<file path="src/rtl/ref_ramp_gen.sv">
// ref_ramp_gen
//
// Rate-limited setpoint generator that sits between the reference selector
// and the servo position controller. It samples the signed reference from the
// constant memory and walks Setpoint toward it. Each tick moves Setpoint by at
// most STEP. Each new Setpoint is offered over a valid/ready handshake. While
// the controller has not accepted a value, Setpoint is held and ticks are
// dropped.
//
// Optional feature macro: REF_CLAMP_EN
//   defined   - the captured target is saturated to [-LIMIT, +LIMIT]
//   undefined - the reference is used as-is and LIMIT is ignored
//
// Ports:
//   CLK_G      in   system clock
//   reset_G    in   asynchronous, active-high reset
//   En         in   enable for the tick counter and the target capture
//   Ref_in     in   signed reference, cant_bits wide
//   sp_ready   in   the controller accepts the offered setpoint
//   Setpoint   out  ramped setpoint, registered, signed
//   sp_valid   out  Setpoint holds a new value that has not been accepted
//   busy       out  the FSM is not idle (registered)
//   at_target  out  Setpoint equals the captured target (registered)

module ref_ramp_gen #(
    parameter int                          cant_bits = 16,
    parameter int                          STEP      = 16,
    parameter int                          TICK_DIV  = 50000,
    parameter logic signed [cant_bits-1:0] LIMIT     = 16'sd8000
) (
    input  logic                        CLK_G,
    input  logic                        reset_G,
    input  logic                        En,
    input  logic signed [cant_bits-1:0] Ref_in,
    input  logic                        sp_ready,
    output logic signed [cant_bits-1:0] Setpoint,
    output logic                        sp_valid,
    output logic                        busy,
    output logic                        at_target
);

    localparam int CW = (TICK_DIV > 1) ? $clog2(TICK_DIV) : 1;
    localparam logic [CW-1:0] TICK_LAST = CW'(TICK_DIV - 1);

    typedef enum logic [1:0] {IDLE, RAMP, HOLD} state_t;

    state_t                      state_reg, state_next;
    logic [CW-1:0]               cnt_reg, cnt_next;
    logic signed [cant_bits-1:0] target_reg, target_next;
    logic signed [cant_bits-1:0] setpoint_reg, setpoint_next;
    logic signed [cant_bits-1:0] ref_sat;
    logic                        sp_valid_reg, valid_next;
    logic                        busy_reg, at_target_reg;
    logic                        tick;

    // The difference is computed one bit wider so that a full-scale swing
    // cannot wrap. Because of the clipping below, every result stays between
    // the old Setpoint and the target.
    logic signed [cant_bits:0]   diff, diff_mag, sp_ext, step_ext;

    // Reference conditioning.
`ifdef REF_CLAMP_EN
    always_comb begin
        ref_sat = Ref_in;
        if (Ref_in > LIMIT)
            ref_sat = LIMIT;
        else if (Ref_in < -LIMIT)
            ref_sat = -LIMIT;
    end
`else
    assign ref_sat = Ref_in;
`endif

    // LIMIT only matters when clamping is built in.
    logic limit_unused;
    assign limit_unused = ^LIMIT;

    // Target capture and tick counter. Both freeze while En is low.
    assign target_next = En ? ref_sat : target_reg;
    assign tick        = En && (cnt_reg == TICK_LAST);

    always_comb begin
        cnt_next = cnt_reg;
        if (En)
            cnt_next = (cnt_reg == TICK_LAST) ? '0 : cnt_reg + 1'b1;
    end

    // Ramp arithmetic.
    assign sp_ext   = (cant_bits+1)'(setpoint_reg);
    assign step_ext = (cant_bits+1)'(STEP);
    assign diff     = (cant_bits+1)'(target_reg) - sp_ext;
    assign diff_mag = diff[cant_bits] ? -diff : diff;

    // Next-state and datapath decisions.
    always_comb begin
        state_next    = state_reg;
        setpoint_next = setpoint_reg;
        valid_next    = sp_valid_reg;
        case (state_reg)
            IDLE: begin
                if (target_reg != setpoint_reg)
                    state_next = RAMP;
            end
            RAMP: begin
                if (tick) begin
                    if (diff == '0) begin
                        // The target moved back onto Setpoint, so nothing is offered.
                        state_next = IDLE;
                    end else begin
                        if (diff_mag <= step_ext)
                            setpoint_next = target_reg;
                        else if (!diff[cant_bits])
                            setpoint_next = cant_bits'(sp_ext + step_ext);
                        else
                            setpoint_next = cant_bits'(sp_ext - step_ext);
                        valid_next = 1'b1;
                        state_next = HOLD;
                    end
                end
            end
            HOLD: begin
                // This completes whatever En is, so a disabled block can still
                // hand off the value it has already produced.
                if (sp_valid_reg && sp_ready) begin
                    valid_next = 1'b0;
                    state_next = (setpoint_reg == target_reg) ? IDLE : RAMP;
                end
            end
            default: begin
                state_next = IDLE;
            end
        endcase
    end

    always_ff @(posedge CLK_G or posedge reset_G) begin
        if (reset_G) begin
            state_reg     <= IDLE;
            cnt_reg       <= '0;
            target_reg    <= '0;
            setpoint_reg  <= '0;
            sp_valid_reg  <= 1'b0;
            busy_reg      <= 1'b0;
            at_target_reg <= 1'b1;
        end else begin
            state_reg     <= state_next;
            cnt_reg       <= cnt_next;
            target_reg    <= target_next;
            setpoint_reg  <= setpoint_next;
            sp_valid_reg  <= valid_next;
            busy_reg      <= (state_next != IDLE);
            at_target_reg <= (setpoint_next == target_next);
        end
    end

    assign Setpoint  = setpoint_reg;
    assign sp_valid  = sp_valid_reg;
    assign busy      = busy_reg;
    assign at_target = at_target_reg;

endmodule

</file>
<file path="config.mk">
export PLATFORM = sky130hd
export DESIGN_NAME = ref_ramp_gen
export DESIGN_NICKNAME = d
export VERILOG_FILES = /design/src/rtl/ref_ramp_gen.sv
export SDC_FILE = /design/constraint.sdc
export NUM_CORES = 1
export LEC_CHECK = 0
export ABC_AREA = 1
export CAP_MARGIN = 30
export CORE_MARGIN = 8
export CORE_UTILIZATION = 60
export CTS_CLUSTER_DIAMETER = 200
export DETAILED_ROUTE_END_ITERATION = 7
export PLACE_DENSITY_LB_ADDON = 0.05
export SLEW_MARGIN = 5
export SYNTH_ARGS = -nofsm -noshare
export SYNTH_HDL_FRONTEND = slang
export SYNTH_SLANG_ARGS = --single-unit
</file>
<file path="constraint.sdc">
create_clock -name CLK_G -period 7 [get_ports CLK_G]
set_input_delay 0.7 -clock CLK_G [delete_from_list [all_inputs] [get_ports CLK_G]]
set_output_delay 0.7 -clock CLK_G [all_outputs]
set_load 0.03 [all_outputs]
</file>
### Word-level counts from Yosys, hierarchy flattened

Cells that the tools add are included.

* register bits: 53
* logic and storage cells: 47

* add/sub/neg operators: 5
* magnitude comparators: 1
* equality and inequality tests: 9
* multiplexer cells: 18
* reductions and logical operators: 7

Operator list (number)
* 16-bit two-way mux: 7
* 16-bit == test: 2
* 17-bit by 6-bit <= comparator with 1-bit output (second input constant): 1
* 17-bit zero test: 1
* 17-bit two-way mux: 1
* 17-bit negator: 1
* 16-bit by 16-bit subtractor with 17-bit output: 1
* 16-bit by 1-bit adder with 16-bit output (second input constant): 1
* 16-bit by 6-bit adder with 16-bit output (second input constant): 1
* 16-bit == test (second input constant): 1
* 16-bit != test: 1
* 16-bit by 6-bit subtractor with 16-bit output (second input constant): 1
* 2-bit two-way mux: 4
* 2-bit != test (second input constant): 3
* 2-bit case mux with 3 select lines: 1
* 1-bit two-way mux: 4
* 4-bit AND reduction: 1
* 2-bit nonzero test: 2
* 2-bit by 1-bit == test with 1-bit output (second input constant): 1
* 2-bit == test (second input constant): 1
* 1-bit logical AND: 2
* 2-bit zero test: 1
* 1-bit case mux with 2 select lines: 1

### Depth between registers and ports, before layout

Gate-level depths: netlist of the first run.

* word-level depth: 9
* mapped depth: 31

### Worst setup path before layout of the first run

Ideal clock, no wire load.

* path type: reg2reg
* start: register setpoint_reg[0] (netlist: Setpoint[0])
* end: register at_target_reg (netlist: at_target)
* library setup time: 67 ps
* data arrival time: 3910 ps
* required time: 6933 ps
* setup slack: 3023 ps
* cell stages (with the launch flop): 30
* cell sequence: dfrtp_1 > ha_1 > fa_1 > inv_1 > nand3_1 > nand2_2 > nand2_2 > nand2_2 > nand2_2 > nand3_1 > nand2_4 > buf_8 > ha_1 > a21oi_1 > nand2_1 > a21oi_1 > o21ai_0 > a21o_1 > a21oi_1 > xnor2_1 > inv_1 > nand2_1 > nand3_1 > nand2_1 > nand2_1 > nand2_1 > nand2_1 > nor2_1 > nand2_1 > nor2_1

* word-level cells in the longest chain between the ends: 9
* elaborated cells between the ends (all ways): 13
* those cells by class: add/sub: 4; order compare: 1; eq/ne: 1; mux: 6; reduce/logical: 1

RTL lines
* from (decl): RTL line 50 `logic signed [cant_bits-1:0] setpoint_reg, setpoint_next;`
* from (signal assigned): RTL line 148 `setpoint_reg <= setpoint_next;`
* 16-bit by 16-bit subtractor with 17-bit output: RTL line 91 `assign diff = (cant_bits+1)'(target_reg) - sp_ext;`
* 17-bit negator: RTL line 92 `assign diff_mag = diff[cant_bits] ? -diff : diff;`
* 17-bit two-way mux: RTL line 92
* 17-bit by 6-bit <= comparator with 1-bit output: RTL line 110 `if (diff_mag <= step_ext)`
* 16-bit two-way mux: RTL line 110
* 16-bit two-way mux: RTL line 106 `if (diff == '0) begin`
* 16-bit two-way mux: RTL line 105 `if (tick) begin`
* 16-bit two-way mux *: RTL line 99 `case (state_reg)`
* 16-bit == test *: RTL line 151 `at_target_reg <= (setpoint_next == target_next);`
* to (signal assigned): RTL line 151
* to (decl): RTL line 53 `logic busy_reg, at_target_reg;`

Mark *: on every way between the ends. The rest lies on a longest branch, timed or not.
A chain may end at the register's enable or synchronous reset.

### Final worst setup path of the first run

Ends and elaborated chain as after synthesis.

==> flow_summary_export.csv, run 1 <==
group,metric,value,unit
yosys,synth-edff-count,0,
yosys,synth.top_cells.by_area,"dfrtp_1 (26%), nand2_1 (20%), inv_1 (11%)",
yosys,synth_top_area_share,0.2579,
sta,period_needed,4614,ps
cts,clk_latency,310,ps
finish,fillers,736,
critical_path,crit_start,"Setpoint[0]",
finish,layout.nets,904,
placement,place_ws,2447,ps
routing,dr.pass1.iters,5,
yosys,async_reset_ff_frac,1.000,
yosys,yosysWarnings,0,
cts,cts-hold-fix-buffers,0,
routing,viasPerCell,5.510,
finish,design_area,5595,sq um
yosys,synth.distinct_cells,37,
floorplanning,dieArea,11600,sq um
min_path,min_path_type,"register to register",
sta,tightest_slew,964.9,ps
placement,postPlaceCellArea,5494,sq um
cts,cts_buffers,5,
grt,grt_max_degree,34,
critical_path,timing.rr.start,"Setpoint[0]",
yosys,synth_common_cells,"nand2_1 (271), inv_1 (143), nand3_1 (95)",
yosys,synth_seq_cells,53,
power_and_ir_drop,power.leakage,3.060,nW
yosys,synth_area,5045,sq um
critical_path,cp_max_fo,28,
sta,final.setup_skew,7.618,ps
critical_path,arrival,4870,ps
cts,ctsResizeCount,0,
min_path,min_from,"cnt_reg[13]",
power_and_ir_drop,ir_drop,0.1574,mV
finish,layout-area-overhead-vs-synth,10.91,%
routing,postRouteAntennaNets,0,
grt,grt_pass1_wl,23960,um
placement,io_buffers,38,
cts,post_cts_buffers,0,
cts,cts_tree,"done",
yosys,synth.most_common_cell,"nand2_1",
power_and_ir_drop,powerDensity,172.0,nW/um^2
yosys,yosysSeqAreaShare,0.2631,
placement,routabilityCongestion,0.9331,
yosys,ys.flop_type,"dfrtp_1",
finish,multiInputGateArea,3087,sq um
routing,drt-total-wl,14030,um
grt,grt_pass1_vias,5262,
finish,drive_gt1_frac,0.05607,
sta,tns,0,ps
routing,detail_route.wl_per_cell,14.60,um
cts,clk_path_buf_depth,2,
finish,register_area,1328,sq um
placement,dp_hpwl,11160,um
sta,rsz0062_at_grt,"no",
sta,final-hold-violation-count,0,
cts,clk_pin_slew,100,ps
critical_path,end_kind,"register",
floorplanning,die-height,107.7,um
sta,setup_slack,2386,ps
critical_path,cp_num_buf_inv,4,
routing,vias,5295,
routing,drc_errors,0,
critical_path,cpPeakStageDelay,450,ps
routing,initialDrtViolationCount,290,
critical_path,cpMostUsedCell,"nand2_2",
critical_path,path_class,"register to register",
flow_run,cap_violations,0,
grt,grtUsageTotal,0.2522,
outcome,status,"complete, no violations",
floorplanning,core-area,8175,sq um
sta,fmax,216.7,MHz
cts,cts-root-buf,"clkbuf_8",
critical_path,crit_path_start_kind,"register",
sta,maxSlewViolCount,0,
floorplanning,start_util,0.6171,
sta,period_share,0.6592,
critical_path,worstPathRequired,7250,ps
cts,cts_htree_levels,2,
yosys,synth_nets,869,
grt,grt-ovfl-total,0,
floorplanning,row_count,33,
grt,antenna_found_initial,0,
floorplanning,die_w,107.7,um
sta,setup_violations,0,
yosys,yosys.area.top_type,"dfrtp_1",
cts,cts_sinks,53,
floorplanning,ios,39,
yosys,syn_inst,820,
finish,antenna_cells,0,
yosys,synth_area_per_cell,6.152,sq um
sta,slew-limit-headroom,0.3547,
critical_path,cpLargestDelayFamily,"simple AND/OR/NAND/NOR gates",
critical_path,crit_slowest_cell,"fa_1",
power_and_ir_drop,finalPower,0.0009626,W
power by group:
part,internal [W],leakage [nW],switching (W)
Sequential,0.000350,0.638,0.0000434
Combinational,0.000140,2.38,0.000249
Clock,0.0000718,0.0456,0.000109
Total,0.000561,3.06,0.000401
path summary, 6_finish.rpt:
path                       depth (start not counted)            end  slack, ps
setup / recovery                                  29      at_target       2390
hold / removal                                     1    cnt_reg[13]        540
setup reg to reg                                  29      at_target       2390
hold reg to reg                                    1    cnt_reg[13]        540
max in group asynchronous                          3      at_target       5670
min in group asynchronous                          2  target_reg[6]        720
cells by family (layout without fill, tap and decap cells):
| group | Yosys count | after routing | share of synthesized area |
|---|---|---|---|
| AOI/OAI and AO/OA | 59 | 59 | 0.06250 |
| xor gates and xnor gates | 18 | 18 | 0.03125 |
| DFF | 53 | 53 | 0.2631 |
| buffers and inverters | 158 | 194 | 0.1250 |
| and+or+nand+nor | 503 | 503 | 0.4432 |
| adders and majority gates | 29 | 29 | 0.07490 |
stage by stage:
stage	instances	hold WS (ps)	util
2_1_floorplan	820	479.0	-
3_3_place_gp	951	506.7	0.6696
3_5_place_dp	952	527.0	0.6720
4_1_cts	960	546.4	0.6826
5_1_grt	961	576.9	0.6844
6_report	961	545.0	0.6844
worst register-to-register path, delay by kind of cell (launching register included):
kind | cells | cell delay (ps)
buffers and inverters | 4 | 420
adders and majority gates | 3 | 1100
AOI/OAI and AO/OA | 4 | 780
and+or+nand+nor | 17 | 1650
DFF | 1 | 420
xor gates and xnor gates | 1 | 180
layer usage:
layer,part of all wire,global-route usage,vias to the layer above
met5,0,0,-
met4,0.022,0.08325,0
met3,0.077,0.04311,31
met2,0.46,0.4127,201
met1,0.45,0.3284,2408
li1,-,-,2655
cells in the final DEF, fill, tap and decap left out, types with 2 or more instances in the layout:
cell             count
or2_2               16
xnor2_1              7
clkdlybuf4s50_1     38
a21o_1               3
nand4_1             23
nand2_1            271
nor2_2               2
and2_1               3
nand2_2              9
nand3b_1             6
o21ai_0             25
nand3_1             95
nor3_1              13
a21oi_1             26
nor2_1              54
nand3_2              4
clkbuf_8             5
dfrtp_1             52
nand2_4              2
and3_1               2
inv_1              142
xor2_1              11
fa_1                 2
ha_1                27
nor4_1               2
inv_2                3
layout make-up:
cell class | count | area share
Sequential cell | 53 | 0.2373
Tap cell | 105 | 0.02348
Inverter | 146 | 0.09794
Clock inverter | 2 | 0.002460
Multi-Input combinational cell | 609 | 0.5517
Timing Repair Buffer | 40 | 0.07424
Clock buffer | 6 | 0.01297
(Power assumes the default switching activity.)
==> inputs of run 2 (changes only) <==
CORE_UTILIZATION = 54   (was 60)
clock period = 3.99 ns   (was 7 ns; I/O delays follow)
==> flow_summary_export.csv, run 2 (synthesis results as in run 1) <==
group,metric,value,unit
finish,final_cell_mix,"nand2_1 (269), inv_1 (138), nand3_1 (92)",
cts,cts_buffers,5,
floorplanning,dieArea,12690,sq um
sta,final-hold-violation-count,0,
min_path,min_path_type,"input port to asynchronous set/reset pin",
routing,initialDrtViolationCount,397,
placement,io_buffers,38,
floorplanning,ios,39,
finish,fin_util,0.6727,
cts,cts-hold-fix-buffers,0,
critical_path,cp_max_fo,5,
grt,antenna_found_initial,0,
finish,register_area,1329,sq um
power_and_ir_drop,finalPower,0.001787,W
power_and_ir_drop,power_frac_comb,0.423,
floorplanning,row_count,35,
grt,grtUsageTotal,0.2253,
floorplanning,die-height,112.7,um
power_and_ir_drop,p_sw,0.0007503,W
sta,final.setup_skew,10.08,ps
grt,grt_max_degree,31,
critical_path,cpMostUsedCell,"nand2_1",
cts,cts_htree_levels,2,
sta,setup_violations,0,
sta,period_needed,3783,ps
routing,drc_errors,0,
finish,fillers,822,
critical_path,r2r_end,"at_target",
critical_path,end_kind,"register",
cts,clk_pin_slew,120,ps
critical_path,crit_path_start_kind,"register",
routing,detail_route.wl_per_cell,14.64,um
power_and_ir_drop,p_clk_frac,0.192,
power_and_ir_drop,swShare,0.4199,
routing,viasPerCell,5.390,
cts,cts_sinks,53,
critical_path,timing.reg2reg.setup_slack,210,ps
finish,antenna_cells,0,
sta,slew-limit-headroom,0.5414,
critical_path,worstPathRequired,4250,ps
finish,layout-area-overhead-vs-synth,22.05,%
grt,grt_pass1_vias,5062,
floorplanning,start_util,0.5512,
sta,tns,0,ps
critical_path,timing.rr.start,"target_reg[0]",
critical_path,crit_slowest_cell,"dfrtp_1",
grt,grt-ovfl-total,0,
power_and_ir_drop,power.leakage,3.265,nW
cts,cts_tree,"done",
power_and_ir_drop,internal_power,0.001036,W
sta,period_share,0.9480,
floorplanning,die_w,112.7,um
placement,routabilityCongestion,0.9686,
floorplanning,core-area,9153,sq um
power_and_ir_drop,powerDensity,290.2,nW/um^2
sta,maxSlewViolCount,0,
sta,fmax,264.4,MHz
routing,postRouteAntennaNets,0,
sta,tightest_slew,686.9,ps
cts,clk_latency,320,ps
critical_path,reg2regPathDepth,30,
critical_path,cpPeakStageDelay,390,ps
routing,drt-total-wl,14700,um
cts,cts-root-buf,"clkbuf_8",
outcome,status,"complete, no violations",
power_and_ir_drop,ir_drop,0.2431,mV
placement,dp_hpwl,11180,um
routing,dr.pass1.iters,6,
finish,mostFrequentLayoutCell,"nand2_1",
finish,drive_gt1_frac,0.1422,
flow_run,cap_violations,0,
critical_path,path_class,"register to register",
finish,multiInputGateArea,3317,sq um
power_and_ir_drop,pwr-share-seq,0.386,
routing,vias,5412,
finish,layout.nets,941,
cts,clk_path_buf_depth,2,
critical_path,arrival,4040,ps
grt,grt_pass1_wl,23760,um
-- run 2: area by class of cell --
cell class	instances	area share
Multi-Input combinational cell	610	0.5387
Sequential cell	53	0.2158
Timing Repair Buffer	76	0.1173
Inverter	146	0.08901
Tap cell	111	0.02256
Clock buffer	5	0.01118
Clock inverter	3	0.005487
-- run 2: metrics by stage --
step | cells | setup WS, ps | cell area, sq um | hold slack (ps)
2_1_floorplan | 820 | 12.89 | 5045 | 479.0
3_3_place_gp | 976 | 38.98 | 5624 | 498.5
3_5_place_dp | 977 | -82.12 | 5652 | 512.4
4_1_cts | 985 | 0.7692 | 5766 | 530.1
5_1_grt | 1004 | -94.23 | 6157 | 565.1
6_report | 1004 | 207.3 | 6157 | 491.7
-- run 2: per-layer routing --
layer / part of all wire / track usage / up-vias
li1: - / - / 2729
met1: 0.45 / 0.2892 / 2510
met2: 0.47 / 0.3783 / 146
met3: 0.062 / 0.03704 / 27
met4: 0.021 / 0.06745 / 0
met5: 0 / 0 / -
-- run 2: worst max-delay path, delay by kind of cell, from the launching register on --
| kind | cells | cell delay, ps |
|---|---|---|
| flip-flops | 1 | 390 |
| XOR/XNOR | 1 | 120 |
| buffers and inverters | 3 | 180 |
| adder cells (fa/ha/maj) | 3 | 830 |
| AO/OA/AOI/OAI | 5 | 660 |
| AND/OR/NAND/NOR | 18 | 1530 |
-- run 2: worst max path at each step --
stage	from	endpoint	slack, ps	cells past startpoint
after floorplan	Setpoint[0]	at_target	10	29
after global placement	Setpoint[9]	at_target	40	24
after detailed placement	Setpoint[0]	at_target	-80	26
after CTS	Setpoint[0]	at_target	0.8	28
after global routing	target_reg[0]	at_target	-90	30
final	target_reg[0]	at_target	210	30
-- run 2: power by group through the flow --
stage | combinational (W) | sequential, W | clock, W
final | 0.000755 | 0.000689 | 0.000342
after global routing | 0.000860 | 0.000699 | 0.000368
after CTS | 0.000679 | 0.000688 | 0.000347
after detailed placement | 0.000672 | 0.000698 | 0
after global placement | 0.000646 | 0.000696 | 0
after floorplan | 0.000528 | 0.000678 | 0
-- run 2: repair_timing --
| item | 4_1_cts | 5_1_grt |
|---|---|---|
| pin swaps | 0 | 13 |
| setup endpoints to repair | 1 | 4 |
| cloned | 0 | 1 |
| buffers inserted | 0 | 18 |
| resized for setup | 4 | 54 |
==> inputs of run 3 (changes only) <==
GPL_TIMING_DRIVEN = 0   (was not set)
MAX_ROUTING_LAYER = met4   (was not set)
==> flow_summary_export.csv, run 3 (synthesis results as in run 1) <==
group,metric,value,unit
floorplanning,ios,39,
routing,drc_errors,0,
critical_path,end_kind,"register",
floorplanning,dieArea,12690,sq um
cts,cts_htree_levels,2,
critical_path,crit_start,"target_reg[0]",
sta,final-hold-violation-count,0,
sta,period_needed,3988,ps
grt,grtUsageTotal,0.2506,
critical_path,arrival,4250,ps
finish,layout-area-overhead-vs-synth,23.64,%
power_and_ir_drop,powerDensity,300.7,nW/um^2
finish,drive_gt1_frac,0.1487,
sta,tightest_slew,632.1,ps
critical_path,timing.reg2reg.setup_slack,2,ps
cts,clk_latency,320,ps
finish,mostFrequentLayoutCell,"nand2_1",
cts,cts-root-buf,"clkbuf_8",
floorplanning,die_w,112.7,um
placement,postPlaceCellArea,5584,sq um
critical_path,crit_path_start_kind,"register",
routing,dr.pass1.iters,5,
grt,grt_pass1_vias,5285,
finish,register_area,1331,sq um
critical_path,cp_max_fo,5,
critical_path,timing.rr.start,"target_reg[0]",
cts,cts-hold-fix-buffers,0,
sta,maxSlewViolCount,0,
power_and_ir_drop,finalPower,0.001876,W
cts,clk_pin_slew,110,ps
grt,grt-ovfl-total,0,
grt,grt_max_degree,28,
critical_path,endpoint,"at_target",
finish,design_area,6237,sq um
floorplanning,start_util,0.5512,
critical_path,cpMostUsedCell,"nand2_2",
sta,setup_violations,0,
critical_path,worstPathRequired,4260,ps
finish,antenna_cells,0,
critical_path,cpPeakStageDelay,370,ps
floorplanning,row_count,35,
sta,period_share,0.9996,
power_and_ir_drop,power.leakage,3.287,nW
grt,grt_pass1_wl,25280,um
critical_path,r2r_end,"at_target",
placement,dp_hpwl,11500,um
sta,slew-limit-headroom,0.5786,
routing,viasPerCell,5.431,
critical_path,reg2regPathDepth,31,
routing,vias,5496,
finish,final_cell_mix,"nand2_1 (268), inv_1 (139), nand3_1 (93)",
routing,postRouteAntennaNets,0,
critical_path,crit_slowest_cell,"fa_2",
critical_path,path_class,"register to register",
sta,rsz0062_at_grt,"yes",
cts,cts_sinks,53,
outcome,status,"complete, no violations",
finish,layout.nets,949,
finish,multiInputGateArea,3334,sq um
routing,detail_route.wl_per_cell,15.35,um
power_and_ir_drop,ir_drop,0.2949,mV
routing,drt-total-wl,15530,um
sta,final.setup_skew,8.765,ps
min_path,min_path_type,"input port to asynchronous set/reset pin",
sta,fmax,250.7,MHz
cts,cts_buffers,5,
cts,cts_tree,"done",
flow_run,cap_violations,0,
placement,routabilityCongestion,0.9075,
finish,fillers,812,
sta,tns,0,ps
routing,initialDrtViolationCount,465,
placement,io_buffers,38,
floorplanning,core-area,9153,sq um
grt,antenna_found_initial,0,
floorplanning,die-height,112.7,um
cts,clk_path_buf_depth,2,
==> run 3: report_power, final <==
part           switching, W  total (W)  internal, W  leakage [nW]
Combinational      0.000472   0.000783     0.000311          2.60
Clock              0.000208   0.000400     0.000192        0.0563
Sequential        0.0000786   0.000692     0.000614         0.635
Total              0.000759    0.00188      0.00112          3.29
==> run 3: worst max-delay path: cells and delay by family, from the launching register on <==
kind,cells,cell delay [ps]
AO/OA/AOI/OAI,5,750
buffers and inverters,4,350
XOR/XNOR,1,140
AND/OR/NAND/NOR,18,1520
adder cells (fa/ha/maj),3,770
flip-flops,1,360
==> run 3: worst min-delay path by stage <==
stage,from,endpoint,slack (ps)
4_1_cts,reset_G,cnt_reg[4],480
2_1_floorplan,cnt_reg[1],cnt_reg[1],480
6_report,reset_G,cnt_reg[1],450
3_3_place_gp,cnt_reg[1],cnt_reg[1],500
5_1_grt,reset_G,cnt_reg[2],520
3_5_place_dp,Setpoint[3],Setpoint[3],520
==> run 3: repair_timing <==
| item | CTS | global route |
|---|---|---|
| gates resized for setup | 46 | 10 |
| pin swaps | 17 | 10 |
| gates cloned | 1 | 0 |
| buffers inserted | 29 | 4 |
| setup endpoints to repair | 4 | 1 |
==> run 3: metrics by stage <==
step,instances,worst slack (ps),utilization,hold WS (ps)
2_1_floorplan,820,12.89,-,479.0
3_3_place_gp,969,-622.6,0.6079,503.7
3_5_place_dp,970,-677.0,0.6101,515.9
4_1_cts,1008,0.6275,0.6720,479.1
5_1_grt,1012,-206.8,0.6815,515.9
6_report,1012,1.656,0.6815,452.2
==> run 3: metal layers <==
| layer | global-route usage | wire, um |
|---|---|---|
| met5 | - | 0 |
| met4 | 0.06475 | 257 |
| met3 | 0.03328 | 935 |
| met2 | 0.4290 | 7457 |
| met1 | 0.3039 | 6884 |
==> run 3: final cells by class <==
cell class	instances	area share
Buffer	12	0.01404
Clock buffer	5	0.01103
Clock inverter	3	0.007823
Inverter	146	0.08847
Multi-Input combinational cell	609	0.5346
Sequential cell	53	0.2134
Tap cell	111	0.02227
Timing Repair Buffer	73	0.1083
